`config.mk`:
```
export PLATFORM = sky130hd
export DESIGN_NAME = vend_customer_driver
export DESIGN_NICKNAME = d
export VERILOG_FILES = /design/src/rtl/vend_pkg.sv /design/src/rtl/vend_customer_driver_timer.sv /design/src/rtl/vend_customer_driver.sv
export SDC_FILE = /design/constraint.sdc
export NUM_CORES = 1
export LEC_CHECK = 0
export BUFFER_PORTS_ARGS = -buffer_cell sky130_fd_sc_hd__buf_2
export CAP_MARGIN = 20
export CORE_ASPECT_RATIO = 2
export CORE_UTILIZATION = 30
export DETAILED_ROUTE_END_ITERATION = 10
export HOLD_SLACK_MARGIN = 0.08
export PLACE_DENSITY = 0.44
export SLEW_MARGIN = 20
export SYNTH_ARGS = -nofsm -noshare
export SYNTH_HDL_FRONTEND = slang
export SYNTH_HIERARCHICAL = 1
export SYNTH_SLANG_ARGS = --single-unit
export TNS_END_PERCENT = 5
```
`constraint.sdc`:
```
create_clock -name CLK -period 3.6 [get_ports CLK]
set_clock_uncertainty 0.1 [all_clocks]
set_input_delay 0.54 -clock CLK [delete_from_list [all_inputs] [get_ports CLK]]
set_output_delay 0.54 -clock CLK [all_outputs]
set_load 0.02 [all_outputs]
```
`src/rtl/vend_pkg.sv`:
```
// Shared types and constants for the vending customer driver.
package vend_pkg;

    localparam int ITEM_W = 5;
    localparam int CODE_W = 4;
    localparam int COST_W = 3;
    localparam int BAL_W  = 8;

    localparam logic [ITEM_W-1:0] ITEM_MAX = 5'd19;

    typedef enum logic [3:0] {
        S_IDLE,
        S_CARD,
        S_KEY1,
        S_GAP,
        S_KEY2,
        S_WAIT_COST,
        S_PAY,
        S_WAIT_FAIL,
        S_DOOR,
        S_DONE
    } state_e;

    typedef enum logic [1:0] {
        RSP_OK       = 2'd0,
        RSP_INVALID  = 2'd1,
        RSP_DECLINED = 2'd2,
        RSP_TIMEOUT  = 2'd3
    } rsp_status_e;

    // Digit split only needs to cover the legal range 0..19.
    function automatic logic [CODE_W-1:0] tens_digit(input logic [ITEM_W-1:0] item);
        return (item >= 5'd10) ? 4'd1 : 4'd0;
    endfunction

    function automatic logic [CODE_W-1:0] ones_digit(input logic [ITEM_W-1:0] item);
        logic [ITEM_W-1:0] v;
        v = (item >= 5'd10) ? (item - 5'd10) : item;
        return v[CODE_W-1:0];
    endfunction

endpackage

```
`src/rtl/vend_customer_driver_timer.sv`:
```
// Loadable down-counter; expired while the count sits at zero.
module vend_timer #(
    parameter int W = 5
) (
    input  logic         i_clk,
    input  logic         i_rst_n,
    input  logic         i_load,
    input  logic [W-1:0] i_value,
    output logic         o_expired
);

    logic [W-1:0] r_cnt;

    always_ff @(posedge i_clk) begin
        if (!i_rst_n) begin
            r_cnt <= '0;
        end else if (i_load) begin
            r_cnt <= i_value;
        end else if (r_cnt != '0) begin
            r_cnt <= r_cnt - W'(1);
        end
    end

    assign o_expired = (r_cnt == '0);

endmodule

```
`src/rtl/vend_customer_driver.sv`:
```
// Customer-side driver: plays card/key/pay/door protocol against the
// vending machine for one request and returns a single status response.
module vend_customer_driver
    import vend_pkg::*;
#(
    parameter int TIMEOUT_CYCLES = 16,
    parameter int DOOR_CYCLES    = 3
) (
    input  logic              CLK,
    input  logic              RST_N,
    input  logic              REQ_VALID,
    output logic              REQ_READY,
    input  logic [ITEM_W-1:0] REQ_ITEM,
    input  logic [BAL_W-1:0]  REQ_BALANCE,
    output logic              RSP_VALID,
    output logic [1:0]        RSP_STATUS,
    output logic [COST_W-1:0] RSP_COST,
    output logic [BAL_W-1:0]  RSP_BALANCE,
    output logic              CARD_IN,
    output logic              KEY_PRESS,
    output logic              VALID_TRAN,
    output logic              DOOR_OPEN,
    output logic [CODE_W-1:0] ITEM_CODE,
    input  logic              VEND,
    input  logic              INVALID_SEL,
    input  logic              FAILED_TRAN,
    input  logic [COST_W-1:0] COST
);

    localparam int TW = $clog2(TIMEOUT_CYCLES + 1);

    state_e            r_state, w_state_nxt;
    rsp_status_e       r_status, w_status_nxt;
    logic [ITEM_W-1:0] r_item, w_item_nxt;
    logic [BAL_W-1:0]  r_bal, w_bal_nxt;
    logic [COST_W-1:0] r_cost, w_cost_nxt;

    logic              r_ready, r_rsp_valid;
    logic [1:0]        r_rsp_status;
    logic [COST_W-1:0] r_rsp_cost;
    logic [BAL_W-1:0]  r_rsp_bal;
    logic              r_card, r_key, r_vtran, r_door;
    logic [CODE_W-1:0] r_code;

    logic w_to_load, w_to_exp, w_door_load, w_door_exp;
    logic [BAL_W-1:0] w_cost_ext;

    assign w_cost_ext = {{(BAL_W-COST_W){1'b0}}, COST};

    always_comb begin
        w_state_nxt  = r_state;
        w_status_nxt = r_status;
        w_item_nxt   = r_item;
        w_bal_nxt    = r_bal;
        w_cost_nxt   = r_cost;
        unique case (r_state)
            S_IDLE: begin
                if (REQ_VALID && r_ready) begin
                    w_item_nxt = REQ_ITEM;
                    w_bal_nxt  = REQ_BALANCE;
                    w_cost_nxt = '0;
                    if (REQ_ITEM > ITEM_MAX) begin
                        w_status_nxt = RSP_INVALID;
                        w_state_nxt  = S_DONE;
                    end else begin
                        w_state_nxt = S_CARD;
                    end
                end
            end
            S_CARD: w_state_nxt = S_KEY1;
            S_KEY1: w_state_nxt = S_GAP;
            S_GAP:  w_state_nxt = S_KEY2;
            S_KEY2, S_WAIT_COST: begin
                if (INVALID_SEL) begin
                    w_status_nxt = RSP_INVALID;
                    w_state_nxt  = S_DONE;
                end else if (COST != '0) begin
                    w_cost_nxt  = COST;
                    w_state_nxt = (r_bal >= w_cost_ext) ? S_PAY : S_WAIT_FAIL;
                end else if (r_state == S_KEY2) begin
                    w_state_nxt = S_WAIT_COST;
                end else if (w_to_exp) begin
                    w_status_nxt = RSP_TIMEOUT;
                    w_state_nxt  = S_DONE;
                end
            end
            S_PAY: begin
                if (VEND) begin
                    w_state_nxt = S_DOOR;
                end else if (w_to_exp) begin
                    w_status_nxt = RSP_TIMEOUT;
                    w_state_nxt  = S_DONE;
                end
            end
            S_WAIT_FAIL: begin
                if (FAILED_TRAN) begin
                    w_status_nxt = RSP_DECLINED;
                    w_state_nxt  = S_DONE;
                end else if (w_to_exp) begin
                    w_status_nxt = RSP_TIMEOUT;
                    w_state_nxt  = S_DONE;
                end
            end
            S_DOOR: begin
                // Balance is only debited once the door cycle completes cleanly.
                if (w_door_exp && !VEND) begin
                    w_bal_nxt    = r_bal - {{(BAL_W-COST_W){1'b0}}, r_cost};
                    w_status_nxt = RSP_OK;
                    w_state_nxt  = S_DONE;
                end else if (w_to_exp) begin
                    w_status_nxt = RSP_TIMEOUT;
                    w_state_nxt  = S_DONE;
                end
            end
            S_DONE:  w_state_nxt = S_IDLE;
            default: w_state_nxt = S_IDLE;
        endcase
    end

    assign w_to_load = (w_state_nxt != r_state) &&
                       (w_state_nxt == S_WAIT_COST || w_state_nxt == S_PAY ||
                        w_state_nxt == S_WAIT_FAIL || w_state_nxt == S_DOOR);
    assign w_door_load = (w_state_nxt == S_DOOR) && (r_state != S_DOOR);

    vend_timer #(.W(TW)) u_to_timer (
        .i_clk     (CLK),
        .i_rst_n   (RST_N),
        .i_load    (w_to_load),
        .i_value   (TW'(TIMEOUT_CYCLES - 1)),
        .o_expired (w_to_exp)
    );

    vend_timer #(.W(TW)) u_door_timer (
        .i_clk     (CLK),
        .i_rst_n   (RST_N),
        .i_load    (w_door_load),
        .i_value   (TW'(DOOR_CYCLES - 1)),
        .o_expired (w_door_exp)
    );

    // Machine outputs are registered from the next state so they line up with it.
    always_ff @(posedge CLK) begin
        if (!RST_N) begin
            r_state      <= S_IDLE;
            r_status     <= RSP_OK;
            r_item       <= '0;
            r_bal        <= '0;
            r_cost       <= '0;
            r_ready      <= 1'b0;
            r_rsp_valid  <= 1'b0;
            r_rsp_status <= '0;
            r_rsp_cost   <= '0;
            r_rsp_bal    <= '0;
            r_card       <= 1'b0;
            r_key        <= 1'b0;
            r_vtran      <= 1'b0;
            r_door       <= 1'b0;
            r_code       <= '0;
        end else begin
            r_state  <= w_state_nxt;
            r_status <= w_status_nxt;
            r_item   <= w_item_nxt;
            r_bal    <= w_bal_nxt;
            r_cost   <= w_cost_nxt;
            r_ready  <= (r_state == S_IDLE) && (w_state_nxt == S_IDLE);
            r_card   <= (w_state_nxt == S_CARD);
            r_key    <= (w_state_nxt == S_KEY1) || (w_state_nxt == S_KEY2);
            r_vtran  <= (w_state_nxt == S_PAY);
            r_door   <= (w_state_nxt == S_DOOR) &&
                        ((r_state != S_DOOR) || !w_door_exp);
            if (w_state_nxt == S_KEY1) begin
                r_code <= tens_digit(r_item);
            end else if (w_state_nxt == S_KEY2) begin
                r_code <= ones_digit(r_item);
            end else if (w_state_nxt != S_GAP) begin
                r_code <= '0;
            end
            r_rsp_valid <= (r_state == S_DONE);
            if (r_state == S_DONE) begin
                r_rsp_status <= r_status;
                r_rsp_cost   <= r_cost;
                r_rsp_bal    <= r_bal;
            end
        end
    end

    assign REQ_READY   = r_ready;
    assign RSP_VALID   = r_rsp_valid;
    assign RSP_STATUS  = r_rsp_status;
    assign RSP_COST    = r_rsp_cost;
    assign RSP_BALANCE = r_rsp_bal;
    assign CARD_IN     = r_card;
    assign KEY_PRESS   = r_key;
    assign VALID_TRAN  = r_vtran;
    assign DOOR_OPEN   = r_door;
    assign ITEM_CODE   = r_code;

endmodule

```
==> impl_metrics.env, run 1 <==
export IMPL_drive_gt1_share_pct=18.7
export IMPL_hold_path_class="reg -> reg"
export IMPL_grt_antenna_before_repair=0
export IMPL_power_leakage_nw=1.42
export IMPL_synth_edff_count=0
export IMPL_synth_yosys_warnings=6
export IMPL_dr_first_iter_drc_count=138
export IMPL_cp_required_ns=3.73
export IMPL_synth_most_common_cell="dfxtp_1"
export IMPL_num_vias=2746
export IMPL_wl_per_cell_microns=14.9
export IMPL_antenna_cells=0
export IMPL_synth_top_area_share_pct=36.3
export IMPL_finalPower_w=0.00224
export IMPL_timing_slew_headroom_pct=47.1
export IMPL_min_period_ns=3.12
export IMPL_crit_chain="inv_1 -> ha_1 -> nor4b_4 -> nor2b_1 -> a2bb2o_4 -> a2111oi_4 -> o31ai_4 -> xor2_1 -> o22a_1 -> or4_1 -> nand3_1"
export IMPL_start_kind="flop"
export IMPL_setup_slack_ns=0.482
export IMPL_dieArea_sq_um=10500
export IMPL_slowest_delay_ns=0.55
export IMPL_path_buf_inv=1
export IMPL_grt_setup_unrepaired="false"
export IMPL_dp_cells=542
export IMPL_hold_buffers=0
export IMPL_worstSetupPathType="reg -> reg"
export IMPL_syn_avg_cell_area_sq_um=8.25
export IMPL_clk_pin_slew_ns=0.07
export IMPL_pre_cts_ws_ns=0.454
export IMPL_ys_types=59
export IMPL_grt_max_degree=28
export IMPL_ctsResizeCount=0
export IMPL_seq_area_frac_synth_pct=36.3
export IMPL_r2r_cells=11
export IMPL_cts_inserted_buffers=5
export IMPL_first_global_vias=2729
export IMPL_io_buffers=44
export IMPL_design_area_sq_um=3550
export IMPL_core_area_sq_um=9760
export IMPL_clock_sinks=55
export IMPL_crit_family="compound AO/OA/AOI/OAI gates"
export IMPL_initial_core_util_pct=31.0
export IMPL_fin_cells=550
export IMPL_worstSetupPathDepth=11
export IMPL_die_w_microns=73.1
export IMPL_postSynthCellCount=367
export IMPL_tns_ns=0
export IMPL_ant_nets=0
export IMPL_worstMarginPinSlew_ns=0.793
export IMPL_whs_path_depth=2
export IMPL_critical_path_max_fanout=9
export IMPL_insertion_delay_ns=0.29
export IMPL_critical_path_slowest_cell="or4_1"
export IMPL_drv_cap=0
export IMPL_postCtsSetupBuffers=0
export IMPL_synth_area_top_cells="dfxtp_1, nand2_1, a21oi_1, nor2_1, ha_1"
export IMPL_std_cell_rows=51
export IMPL_power_density_nw_per_um2=630
export IMPL_io_pins=45
export IMPL_yosys_top_cells_count="dfxtp_1, nand2_1, nor2_1, a21oi_1, inv_1"
export IMPL_htreeDepth=2
export IMPL_hold_viol_final=0
export IMPL_routed_wl_microns=8200
export IMPL_yosysTopAreaCell="dfxtp_1"
export IMPL_synth_ff_type="dfxtp_1"
export IMPL_dpl_hpwl_microns=6260
export IMPL_drc=0
export IMPL_crit_path_end_kind="flop"
export IMPL_fmax_ghz=0.321
export IMPL_arrival_ns=3.25
export IMPL_status="complete, no violations"
export IMPL_synthArstFlopShare_pct=0
export IMPL_synth_area_sq_um=3030
export IMPL_place_congestion=0.805
export IMPL_synth_seq_cells=55
export IMPL_cts_root_buf="clkbuf_16"
export IMPL_finalCritPeriodShare_pct=86.6
export IMPL_grt_usage_pct=16.6
export IMPL_clockBufferDepth=2
export IMPL_finalSetupViolations=0
export IMPL_area_delta_synth_final_pct=17.3
export IMPL_die_h_microns=144
export IMPL_overflow=0
export IMPL_cts_tree="yes"
export IMPL_fin_nets=449
export IMPL_vdd_ir_drop_max_mv=0.241
export IMPL_via_per_inst=4.99
export IMPL_dpl_cell_area_sq_um=3410
export IMPL_first_pass_iters=4
export IMPL_report_final_slew_viol_count=0
export IMPL_grt_pass1_wl_microns=13400
-- through the flow --
stage	utilization (%)	hold slack, ns
finish	36.4	0.353
detailed placement	34.9	0.346
global placement	34.9	0.343
CTS	36.4	0.357
floorplan	-	0.332
global route	36.4	0.373
-- per-layer routing --
| layer | wire, microns | track usage, % | up-vias |
|---|---|---|---|
| met5 | 0 | 0 | - |
| met3 | 269 | 2.51 | 17 |
| met2 | 4400 | 30.0 | 55 |
| met1 | 3270 | 18.3 | 1270 |
| li1 | - | - | 1404 |
| met4 | 260 | 8.26 | 0 |
-- worst register-to-register path, cell delays in order, from the launching register on --
cell and delay, ns:
dfxtp_1 0.35, inv_1 0.06, ha_1 0.23, nor4b_4 0.17
nor2b_1 0.19, a2bb2o_4 0.27, a2111oi_4 0.36, o31ai_4 0.18
xor2_1 0.17, o22a_1 0.33, or4_1 0.55, nand3_1 0.08
-- cells by family (layout without fill, tap and decap cells) --
logic type | Yosys count | after routing | synth area share [%]
other cells | 2 | 10 | 0.248
mux | 7 | 7 | 2.35
fa+ha+maj | 10 | 10 | 4.38
flops | 55 | 55 | 36.3
xor+xnor | 5 | 5 | 1.45
simple gates | 155 | 155 | 27.0
buf+inv | 42 | 85 | 6.65
compound gates | 91 | 91 | 21.6
-- layout by cell type (no fill, tap or decap), types with 4 or more instances in the layout --
cell / Yosys / routed
a211oi_1: 6 / 6
a21oi_1: 30 / 30
a22oi_1: 4 / 4
and2_1: 4 / 4
buf_2: 5 / 44
buf_4: 2 / 12
clkbuf_16: 0 / 5
conb_1: 2 / 10
dfxtp_1: 55 / 55
ha_1: 9 / 9
inv_1: 19 / 19
mux2i_1: 6 / 6
nand2_1: 46 / 46
nand3_1: 14 / 14
nand4_1: 7 / 7
nor2_1: 39 / 39
nor2b_1: 12 / 12
nor3_1: 8 / 8
o2111ai_1: 4 / 4
o21ai_0: 12 / 12
o22ai_1: 4 / 4
o311ai_0: 5 / 5
-- cell type report --
type,count,area [sq um]
Timing Repair Buffer,56,310
Clock buffer,6,129
Sequential cell,55,1100
Tap cell,132,165
Multi-Input combinational cell,278,1760
Clock inverter,2,12.5
Fill cell,1047,6210
Inverter,21,78.8
-- final timing paths --
| check | start | to | slack [ns] |
|---|---|---|---|
| worst min-delay path | RSP_BALANCE[3] | RSP_BALANCE[3] | 0.35 |
| worst max-delay path | u_door_timer/r_cnt[0] | u_to_timer/r_cnt[1] | 0.48 |
| worst max register to register | u_door_timer/r_cnt[0] | u_to_timer/r_cnt[1] | 0.48 |
| worst min register to register | RSP_BALANCE[3] | RSP_BALANCE[3] | 0.35 |
-- where the power goes --
part           internal [W]  switching (W)
clock              0.000258       0.000229
sequential         0.000712       0.000127
combinational      0.000390       0.000524
total               0.00136       0.000879
-- sequential cells by signal, summed over array words and instances, names as in the netlist, 3 cells and up --
register	count
r_item	5
r_state	4
r_cost	3
r_bal	8
RSP_COST	3
u_to_timer/r_cnt	5
RSP_BALANCE	8
u_door_timer/r_cnt	5
ITEM_CODE	4
Note: power is estimated with default switching activity, not from simulation.
==> inputs of run 2 (changes only) <==
- ABC_AREA: not set -> 1
==> impl_metrics.env, run 2 <==
export IMPL_status="complete, no violations"
export IMPL_dpl_cell_area_sq_um=3440
export IMPL_dr_wl_met3_microns=199
export IMPL_syn_avg_cell_area_sq_um=6.82
export IMPL_grt_antenna_before_repair=0
export IMPL_dr_max_layer_used="met4"
export IMPL_postSynthCellCount=449
export IMPL_synth_most_common_cell="nand2_1"
export IMPL_core_area_sq_um=9830
export IMPL_grt_pass1_wl_microns=14000
export IMPL_synthArstFlopShare_pct=0
export IMPL_dp_cells=626
export IMPL_finalSetupViolations=0
export IMPL_internal_power_w=0.00130
export IMPL_critical_path_slowest_cell="dfxtp_1"
export IMPL_synth_area_top_cells="dfxtp_1, nand2_1, nor2_1, o21ai_0, a21oi_1"
export IMPL_ys_types=38
export IMPL_dieArea_sq_um=10600
export IMPL_yosys_top_cells_count="nand2_1, nor2_1, dfxtp_1, inv_1, o21ai_0"
export IMPL_swShare_pct=42.4
export IMPL_first_pass_iters=4
export IMPL_met2_length_microns=4710
export IMPL_hold_viol_final=0
export IMPL_fin_cells=634
export IMPL_cts_inserted_buffers=5
export IMPL_insertion_delay_ns=0.30
export IMPL_start_kind="flop"
export IMPL_ant_nets=0
export IMPL_synth_top_area_share_pct=36.0
export IMPL_synth_edff_count=0
export IMPL_crit_chain="inv_1 -> nand2_1 -> nor2_2 -> inv_1 -> nand3_1 -> nor2_1 -> nand2_1 -> nand3_1 -> nand2_1 -> nand2_1 -> inv_1 -> inv_2 -> nand4_1 -> nand2_1 -> a21oi_2"
export IMPL_cts_tree="yes"
export IMPL_report_final_slew_viol_count=0
export IMPL_p_switching_w=0.000958
export IMPL_fmax_ghz=0.350
export IMPL_clock_sinks=55
export IMPL_fin_nets=533
export IMPL_grt_max_degree=31
export IMPL_pwr_share_clk_pct=22.3
export IMPL_cp_required_ns=3.73
export IMPL_vdd_ir_drop_max_mv=0.246
export IMPL_comb_power_share_pct=41.9
export IMPL_wl_per_cell_microns=13.7
export IMPL_htreeDepth=2
export IMPL_drive_gt1_share_pct=20.9
export IMPL_drc=0
export IMPL_die_h_microns=145
export IMPL_clk_pin_slew_ns=0.08
export IMPL_area_delta_synth_final_pct=17.3
export IMPL_final_common_cell="nand2_1"
export IMPL_die_w_microns=73.4
export IMPL_io_buffers=44
export IMPL_seq_area_frac_synth_pct=36.0
export IMPL_synth_seq_cells=55
export IMPL_num_vias=2931
export IMPL_design_area_sq_um=3590
export IMPL_arrival_ns=2.99
export IMPL_whs_ns=0.365
export IMPL_ctsResizeCount=0
export IMPL_min_period_ns=2.86
export IMPL_yosysTopAreaCell="dfxtp_1"
export IMPL_synth_area_sq_um=3060
export IMPL_grt_setup_unrepaired="false"
export IMPL_routed_wl_microns=8670
export IMPL_power_density_nw_per_um2=629
export IMPL_via_per_inst=4.62
export IMPL_overflow=0
export IMPL_first_global_vias=2918
export IMPL_timing_slew_headroom_pct=63.4
export IMPL_io_pins=45
export IMPL_std_cell_rows=51
export IMPL_postCtsSetupBuffers=0
export IMPL_path_common_cell="nand2_1"
export IMPL_finalPower_w=0.00226
export IMPL_initial_core_util_pct=31.2
export IMPL_synth_ff_type="dfxtp_1"
export IMPL_hold_buffers=0
export IMPL_met1_length_microns=3380
export IMPL_crit_path_end_kind="flop"
export IMPL_tns_ns=0
export IMPL_antenna_cells=0
export IMPL_grt_usage_pct=17.6
export IMPL_power_leakage_nw=1.71
export IMPL_hold_path_class="reg -> reg"
export IMPL_finalCritPeriodShare_pct=79.4
export IMPL_slowest_delay_ns=0.45
export IMPL_cts_root_buf="clkbuf_16"
export IMPL_drv_cap=0
export IMPL_worstMarginPinSlew_ns=0.549
export IMPL_final_cell_mix="nand2_1, nor2_1, dfxtp_1"
export IMPL_clockBufferDepth=2
export IMPL_seqPwrFrac_pct=35.8
export IMPL_worstSetupPathType="reg -> reg"
export IMPL_synth_yosys_warnings=6
export IMPL_critical_path_max_fanout=17
export IMPL_dr_first_iter_drc_count=96
export IMPL_place_congestion=0.870
export IMPL_dpl_hpwl_microns=6910
## run 2: cell type report
type | count | area (sq um)
fillers | 1128 | 6240
multi-input cells | 332 | 1700
flip-flops and latches | 55 | 1100
repair buffers | 48 | 250
inverters | 59 | 226
well taps | 132 | 165
clock buffers | 5 | 125
clock inverters | 3 | 25.0
## run 2: path summary, 6_finish.rpt
| check | from | end | slack (ns) | depth (start not counted) |
|---|---|---|---|---|
| setup / recovery | r_state[1] | u_to_timer/r_cnt[1] | 0.74 | 15 |
| hold / removal | r_cost[2] | r_cost[2] | 0.37 | 2 |
| setup reg to reg | r_state[1] | u_to_timer/r_cnt[1] | 0.74 | 15 |
| hold reg to reg | r_cost[2] | r_cost[2] | 0.37 | 2 |
## run 2: logic make-up after synthesis
family                     Yosys count  synth area share [%]
and+or+nand+nor                    221                  33.5
AOI/OAI and AO/OA                   88                  15.6
buffers and inverters               70                  9.56
DFF                                 55                  36.0
adders and majority gates           10                  4.33
xor gates and xnor gates             3                 0.858
other                                2                 0.245
## run 2: power by group through the flow
stage                     clock [W]  combinational (W)  sequential (W)
after floorplan                   0           0.000741        0.000801
after global placement            0           0.000945        0.000823
after detailed placement          0           0.000951        0.000822
after CTS                  0.000525           0.000953        0.000809
after global routing       0.000543            0.00107        0.000822
final                      0.000503           0.000946        0.000809
## run 2: critical path: cells and delay by family (launching register included)
family	cells	cell delay [ns]
simple gates	10	1.30
compound gates	1	0.14
flops	1	0.45
buf+inv	4	0.80
## run 2: metrics by stage
step | worst slack, ns | util (%)
after floorplan | 1.29 | -
after global placement | 0.807 | 35.0
after detailed placement | 0.779 | 35.0
after CTS | 0.751 | 36.5
after global routing | 0.489 | 36.5
final | 0.741 | 36.5
## run 2: layer usage
metal	GRT usage [%]	up-vias
met1	18.0	1324
met4	10.6	0
met3	2.08	21
li1	-	1530
met5	0	-
met2	33.1	56
==> inputs of run 3 (changes only) <==
- ABC_AREA: 1 -> 0
- clock period: 3.6 -> 2.7 ns (I/O delays scaled with it)
==> impl_metrics.env, run 3 (synthesized netlist as in run 1, its figures left out) <==
export IMPL_drive_gt1_share_pct=30.5
export IMPL_dieArea_sq_um=10500
export IMPL_swShare_pct=39.1
export IMPL_finalPower_w=0.00343
export IMPL_io_pins=45
export IMPL_hold_path_class="in -> reg"
export IMPL_grt_pass1_wl_microns=15200
export IMPL_grt_setup_unrepaired="true"
export IMPL_finalSetupViolations=1
export IMPL_min_period_ns=2.71
export IMPL_critical_path_slowest_cell="or4_1"
export IMPL_area_delta_synth_final_pct=31.8
export IMPL_overflow=0
export IMPL_final_cell_mix="buf_4, dfxtp_1, nand2_1"
export IMPL_cts_tree="yes"
export IMPL_arrival_ns=2.85
export IMPL_first_pass_iters=6
export IMPL_cts_inserted_buffers=5
export IMPL_grt_max_degree=34
export IMPL_hold_buffers=0
export IMPL_start_kind="flop"
export IMPL_power_density_nw_per_um2=859
export IMPL_drc=0
export IMPL_grt_antenna_before_repair=0
export IMPL_fmax_ghz=0.369
export IMPL_finalCritPeriodShare_pct=100
export IMPL_slowest_delay_ns=0.53
export IMPL_p_switching_w=0.00134
export IMPL_final_common_cell="buf_4"
export IMPL_die_w_microns=73.1
export IMPL_insertion_delay_ns=0.30
export IMPL_met1_length_microns=3210
export IMPL_power_leakage_nw=1.67
export IMPL_cts_root_buf="clkbuf_16"
export IMPL_io_buffers=44
export IMPL_met2_length_microns=5670
export IMPL_fin_nets=494
export IMPL_crit_path_start="r_state[3]"
export IMPL_clk_pin_slew_ns=0.08
export IMPL_first_global_vias=3001
export IMPL_timing_rr_start="r_state[3]"
export IMPL_place_congestion=0.822
export IMPL_drv_cap=0
export IMPL_cp_required_ns=2.84
export IMPL_internal_power_w=0.00209
export IMPL_critical_path_max_fanout=7
export IMPL_tns_ns=-0.0102
export IMPL_dr_max_layer_used="met4"
export IMPL_hold_viol_final=0
export IMPL_dpl_hpwl_microns=7620
export IMPL_core_area_sq_um=9760
export IMPL_clockBufferDepth=2
export IMPL_htreeDepth=2
export IMPL_routed_wl_microns=9570
export IMPL_num_vias=2950
export IMPL_crit_path_end_kind="flop"
export IMPL_clock_sinks=55
export IMPL_report_final_slew_viol_count=0
export IMPL_worstSetupPathType="reg -> reg"
export IMPL_hold_start="REQ_ITEM[0]"
export IMPL_antenna_cells=0
export IMPL_failed_checks="setup timing"
export IMPL_vdd_ir_drop_max_mv=0.305
export IMPL_dr_first_iter_drc_count=73
export IMPL_whs_ns=0.248
export IMPL_die_h_microns=144
export IMPL_crit_chain="buf_4 -> or4_1 -> a2bb2o_4 -> a2111oi_4 -> o31ai_4 -> xor2_1 -> o22a_1 -> or4_1 -> nand3_1"
export IMPL_seqPwrFrac_pct=32.5
export IMPL_wl_per_cell_microns=16.1
export IMPL_std_cell_rows=51
export IMPL_worstMarginPinSlew_ns=0.949
export IMPL_whs_path_depth=3
export IMPL_comb_power_share_pct=47.2
export IMPL_dr_wl_met3_microns=190
export IMPL_status="finished, violations left"
export IMPL_setup_slack_ns=-0.0102
export IMPL_path_common_cell="or4_1"
export IMPL_pwr_share_clk_pct=20.3
export IMPL_r2r_cells=9
export IMPL_via_per_inst=4.96
export IMPL_ant_nets=0
export IMPL_grt_usage_pct=19.7
export IMPL_initial_core_util_pct=31.0
export IMPL_timing_slew_headroom_pct=36.7
run 3: cell types whose count changed in the layout (fill, tap and decap cells not counted), moves of 8 or more:
cell | previous run | this run
nor2b_1 | 0 | 11
nor2_1 | 62 | 39
o21ai_0 | 41 | 12
nand2_2 | 8 | 0
nor2_2 | 8 | 0
nand2_1 | 98 | 46
buf_4 | 4 | 56
inv_1 | 45 | 15
run 3: worst paths after layout:
kind	to	slack, ns
min	r_item[0]	0.25
max reg2reg	u_to_timer/r_cnt[1]	-0.01
min reg2reg	RSP_COST[0]	0.36
max	u_to_timer/r_cnt[1]	-0.01
run 3: repair_timing:
| action | 4_1_cts | 5_1_grt |
|---|---|---|
| buffers inserted | 0 | 4 |
| endpoints found under the setup margin | 0 | 7 |
| resized for setup | 0 | 11 |
run 3: worst max-delay path: cells and delay by family, from the launching register on:
kind | cells | cell delay, ns
buf+inv | 1 | 0.19
compound gates | 4 | 1.00
simple gates | 3 | 0.76
flops | 1 | 0.44
xor+xnor | 1 | 0.16
run 3: final cells by class:
type                    count  area, sq um
clock buffers               5          125
clock inverters             3         27.5
fillers                  1024         5770
inverters                  21         78.8
multi-input cells         278         1830
flip-flops and latches     55         1110
well taps                 132          165
repair buffers            101          661
run 3: routing by layer:
| layer | up-vias | global-route usage [%] |
|---|---|---|
| met4 | 0 | 11.9 |
| met2 | 54 | 40.0 |
| met3 | 28 | 2.44 |
| met1 | 1377 | 17.4 |
| met5 | - | 0 |
| li1 | 1491 | - |
run 3: per-stage QoR:
stage          cells  cell area (sq um)  utilization [%]  worst slack, ns
2_1_floorplan    375               3110                -          -0.0857
3_5_place_dp     583               3780             38.7          -0.0389
5_1_grt          595               3990             40.9           -0.109
3_3_place_gp     583               3780             38.7          -0.0206
6_report         595               3990             40.9          -0.0102
4_1_cts          591               3930             40.3          0.00789
run 3: power groups by stage:
| stage | combinational, W | clock (W) | sequential, W |
|---|---|---|---|
| after CTS | 0.00157 | 0.000722 | 0.00111 |
| after detailed placement | 0.00156 | 0 | 0.00113 |
| after floorplan | 0.00100 | 0 | 0.00110 |
| after global placement | 0.00155 | 0 | 0.00113 |
| final | 0.00162 | 0.000696 | 0.00111 |
| after global routing | 0.00178 | 0.000752 | 0.00113 |
